===== config.mk =====
export PLATFORM = sky130hd
export DESIGN_NAME = serial_frame_decoder
export DESIGN_NICKNAME = d
export VERILOG_FILES = /design/src/rtl/serial_frame_decoder.sv
export SDC_FILE = /design/constraint.sdc
export NUM_CORES = 1
export LEC_CHECK = 0
export ABC_AREA = 1
export ABC_CLOCK_PERIOD_IN_PS = 6700
export CORE_ASPECT_RATIO = 1.5
export CORE_UTILIZATION = 45
export DETAILED_ROUTE_END_ITERATION = 16
export GPL_TIMING_DRIVEN = 0
export PLACE_DENSITY = 0.7
export RECOVER_POWER = 50
export SLEW_MARGIN = 30
export SYNTH_ARGS = -nofsm -noshare
export SYNTH_HDL_FRONTEND = slang
export SYNTH_SLANG_ARGS = --single-unit

===== constraint.sdc =====
create_clock -name clk -period 6.7 [get_ports clk]
set_input_delay 1.675 -clock clk [delete_from_list [all_inputs] [get_ports clk]]
set_output_delay 1.675 -clock clk [all_outputs]
set_load 0.01 [all_outputs]

===== src/rtl/serial_frame_decoder.sv =====
// Byte-level frame decoder behind the UART receiver: hunts for sync, captures
// CMD/LEN/payload, validates an XOR checksum and holds good frames until acked.
module serial_frame_decoder #(
  parameter int unsigned clk_rate       = 100_000_000,
  parameter int unsigned baud_rate      = 9_600,
  parameter int unsigned data_bit_count = 8,
  parameter int unsigned max_payload    = 16,
  parameter logic [data_bit_count-1:0] sync_byte = 8'hA5,
  parameter int unsigned timeout_bytes  = 4
) (
  input  logic                                     clk,
  input  logic                                     rst,
  input  logic [data_bit_count-1:0]                i_data,
  input  logic                                     i_valid,
  input  logic                                     i_frame_ack,
  output logic                                     o_frame_valid,
  output logic [data_bit_count-1:0]                o_cmd,
  output logic [$clog2(max_payload+1)-1:0]         o_length,
  output logic [max_payload*data_bit_count-1:0]    o_payload,
  output logic                                     o_busy,
  output logic                                     o_chk_error,
  output logic                                     o_timeout,
  output logic                                     o_overrun
);

  localparam int unsigned W     = data_bit_count;
  localparam int unsigned LW    = $clog2(max_payload + 1);
  localparam int unsigned LIMIT = timeout_bytes * (clk_rate / baud_rate) * (W + 2);
  localparam int unsigned TW    = $clog2(LIMIT + 1);

  typedef enum logic [2:0] {
    S_HUNT,
    S_CMD,
    S_LEN,
    S_PAYLOAD,
    S_CHECK,
    S_HOLD
  } state_t;

  state_t          state;
  logic [W-1:0]    checksum;
  logic [LW-1:0]   idx;
  logic [TW-1:0]   timer;

  always_ff @(posedge clk or negedge rst) begin
    if (!rst) begin
      state         <= S_HUNT;
      checksum      <= '0;
      idx           <= '0;
      timer         <= '0;
      o_frame_valid <= 1'b0;
      o_cmd         <= '0;
      o_length      <= '0;
      o_payload     <= '0;
      o_busy        <= 1'b0;
      o_chk_error   <= 1'b0;
      o_timeout     <= 1'b0;
      o_overrun     <= 1'b0;
    end else begin
      o_chk_error <= 1'b0;
      o_timeout   <= 1'b0;
      o_overrun   <= 1'b0;

      case (state)
        S_HUNT: begin
          if (i_valid && i_data == sync_byte) begin
            state     <= S_CMD;
            checksum  <= '0;
            idx       <= '0;
            timer     <= '0;
            o_payload <= '0;
            o_busy    <= 1'b1;
          end
        end

        S_HOLD: begin
          // Bytes in HOLD are always dropped, even in the ack cycle.
          if (i_valid)
            o_overrun <= 1'b1;
          if (i_frame_ack) begin
            state         <= S_HUNT;
            o_frame_valid <= 1'b0;
          end
        end

        default: begin
          // A strobe on the terminal-count cycle takes priority over the timeout.
          if (i_valid) begin
            timer <= '0;
            case (state)
              S_CMD: begin
                o_cmd    <= i_data;
                checksum <= i_data;
                state    <= S_LEN;
              end
              S_LEN: begin
                if (32'(i_data) > max_payload) begin
                  o_chk_error <= 1'b1;
                  o_busy      <= 1'b0;
                  state       <= S_HUNT;
                end else begin
                  o_length <= LW'(i_data);
                  checksum <= checksum ^ i_data;
                  state    <= (i_data == '0) ? S_CHECK : S_PAYLOAD;
                end
              end
              S_PAYLOAD: begin
                o_payload[32'(idx)*W +: W] <= i_data;
                checksum <= checksum ^ i_data;
                idx      <= idx + LW'(1);
                if (idx == o_length - LW'(1))
                  state <= S_CHECK;
              end
              S_CHECK: begin
                o_busy <= 1'b0;
                if (i_data == checksum) begin
                  o_frame_valid <= 1'b1;
                  state         <= S_HOLD;
                end else begin
                  o_chk_error <= 1'b1;
                  state       <= S_HUNT;
                end
              end
              default: state <= S_HUNT;
            endcase
          end else if (timer == TW'(LIMIT - 1)) begin
            o_timeout <= 1'b1;
            o_busy    <= 1'b0;
            timer     <= '0;
            state     <= S_HUNT;
          end else begin
            timer <= timer + TW'(1);
          end
        end
      endcase
    end
  end

endmodule

==> metrics.cfg <==
[clocking]
clk_path_buf_depth=2
cts_setup_buffers=0
numCtsBuffers=17
cts_resized=0
cts_hold_buf=0
path_clk_slew_ns=0.07
cts.sinks=181
clk_latency_ns=0.44
cts-root-buf=clkbuf_16
htreeDepth=4
tritoncts=built

[critical_path]
criticalPathCategory=in -> reg
r2r_slack_ns=4.16
cp.required_ns=7.08
crit_slowest_cell=clkdlybuf4s50_1
timing.rr.start=idx[0]$_DFFE_PN0P_
cp-end-kind=flop
path_cells=clkdlybuf4s50_1 -> inv_2 -> nand2_1 -> nor2_1 -> nand3_1 -> nand2_1 -> nand2_2 -> nor2_1 -> inv_2 -> clkbuf_1 -> nand3_1 -> nand2_1
cp.arrival_ns=3.93
path_buf_inv=4
worstPathMaxFanout=10
startpoint_type=primary input
timing.rr.end=o_payload[77]$_DFFE_PN0P_
reg2reg_depth=10
crit_family=buffers and inverters
cpPeakStageDelay_ns=0.64
crit_top_cell=nand2_1

[cells_and_area]
stdcell_area_um2=11700
antenna-diode-count=0
stdcell_count=1676
fin_nets=1420
area_growth_syn_to_layout_pct=27.6
drive_gt1_share_pct=7.13

[placement]
gp_congestion=0.921
dp_hpwl_um=20100
place_ws_ns=2.70
place_area_um2=11100
io_buffer_count=157
placedCellCount=1644

[worst_hold_path]
worstHoldEndpoint=o_payload[59]$_DFFE_PN0P_
hp-class=reg -> reg
worstHoldStart=o_payload[59]$_DFFE_PN0P_
holdPathStages=2

[synthesis]
syn_nets=1242
ys_seq_area_share_pct=49.6
synth-warning-count=0
syn_area_per_cell_um2=7.46
yosysTopAreaCellShare_pct=49.6
synthTopCellsByArea=dfrtp_1 (50%), nand2_1 (19%), nand3_1 (7.5%)
synth-edff-count=0
ys.flop_type=dfrtp_1
synth_commonest_cells=nand2_1 (460), dfrtp_1 (181), nor2_1 (142)
synthesis.area_um2=9140
synth_cell_types=36
synth_most_common_cell=nand2_1
syn_inst=1225
ys_ff_latch=181
async_reset_ff_share_pct=100
synth.largest_area_cell=dfrtp_1

[status]
violations=capacitance limit, slew limit
status=finished with violations

[drt]
drt-vias-per-instance=5.12
initialDrtViolationCount=595
route.detailed.drc=0
wire_per_inst_um=15.7
vias=8585
dr.pass1.iters=5
routed_wl_um=26300
detail-route-antenna-nets=0

[sta]
fmax_mhz=281
timing.hold.ws_ns=0.467
rsz0062_at_grt=no
worstMarginPinSlew_ns=2.54
worst_slack_ns=3.14
clock_skew_ns=0.00975
slew_violations=41
relSlewSlack_pct=-69.5
min_period_over_period_pct=53.1
period_minus_slack_ns=3.56
setup_violations=0
hold_viol=0

[floorplan]
start_util_pct=46.0
fp.dieW_um=118
die_area_um2=20900
num_io_pins=158
die_h_um=177
core_area_um2=19900
fp-row-count=63

[pwr]
ir_drop_mv=0.263
total_power_mw=4.10
cellLeakagePower_nw=6.13
power_density_nw_per_um2=351

[global_route]
antenna_found_initial=0
grt_pass1_wl_um=43000
grt_util_all_layers_pct=26.4
grt_max_degree=75
grt_pass1_vias=8686
grt_overflow_total=0

[run]
cap_violations=1

## sequential cells by signal (all words and copies together) (netlist names)
register / cells
o_payload: 128
timer: 19
checksum: 8
o_cmd: 8
idx: 5
o_length: 5
state: 3
o_busy: 1
o_chk_error: 1
o_frame_valid: 1
o_overrun: 1
o_timeout: 1
## power by group
part / internal (mW) / switching (mW) / leakage (nW)
Clock: 0.556 / 0.450 / 0.284
Sequential: 1.21 / 0.105 / 2.49
Combinational: 0.531 / 1.24 / 3.35
Total: 2.30 / 1.80 / 6.13
## logic make-up (layout without fill, tap and decap cells)
kind of cell / count (synthesis) / count (layout) / share of synthesized area [%]
simple gates: 813 / 813 / 37.8
flops: 181 / 181 / 49.6
buf+inv: 145 / 336 / 6.61
compound gates: 68 / 68 / 3.86
xor+xnor: 13 / 13 / 1.45
fa+ha+maj: 5 / 5 / 0.685
## worst max path at each step
stage / cells after the start / startpoint / endpoint / slack (ns)
after floorplan: 9 / i_data[6] / checksum[3]$_DFFE_PN0P_ / 3.89
after global placement: 1 / rst / timer[3]$_DFFE_PN0P_ / -3.50
after detailed placement: 12 / i_data[1] / idx[2]$_DFFE_PN0P_ / 2.70
after CTS: 12 / i_data[1] / o_payload[117]$_DFFE_PN0P_ / 3.15
after global routing: 1 / rst / state[0]$_DFFE_PN0P_ / 2.77
final: 12 / i_data[1] / o_payload[119]$_DFFE_PN0P_ / 3.14
## worst min-delay path: cells and delay by family, from the launching register on
family / cells / cell delay [ns]
DFF: 1 / 0.34
and+or+nand+nor: 2 / 0.09
## routing by layer
layer	vias to the layer above	track usage, %	part of all wire, %
met5	-	0	0
met4	0	14.4	4.6
met3	81	4.65	4.3
met2	265	47.3	52
met1	4007	29.7	39
li1	4232	-	-
## per-stage QoR
step / setup TNS [ns] / utilization, %
3_3_place_gp: -631.96 / 55.5
4_1_cts: 0 / 58.8
5_1_grt: 0 / 58.7
2_1_floorplan: 0 / -
3_5_place_dp: 0 / 55.8
6_report: 0 / 58.7
## placed cells by master (no fill, tap or decap), drive strengths merged, types with 2 or more instances in the layout
cell type,n
nand2,473
dfrtp,181
nor2,149
nand3,143
inv,116
clkdlybuf4s50,84
dlygate4sd3,72
o21ai,41
buf,28
clkbuf,27
nor3,24
a21oi,23
nand4,19
xnor2,7
xor2,6
clkinv,6
ha,5
nor4,3
o31ai,2
bufinv,2
## cell type report
| class | count | area, um^2 |
|---|---|---|
| clock inverters | 13 | 146 |
| repair buffers | 159 | 1620 |
| inverters | 112 | 420 |
| well taps | 260 | 325 |
| plain buffers | 33 | 184 |
| multi-input cells | 899 | 4000 |
| clock buffers | 19 | 433 |
| fillers | 1899 | 8200 |
| flip-flops and latches | 181 | 4530 |
(Power assumes the default switching activity.)
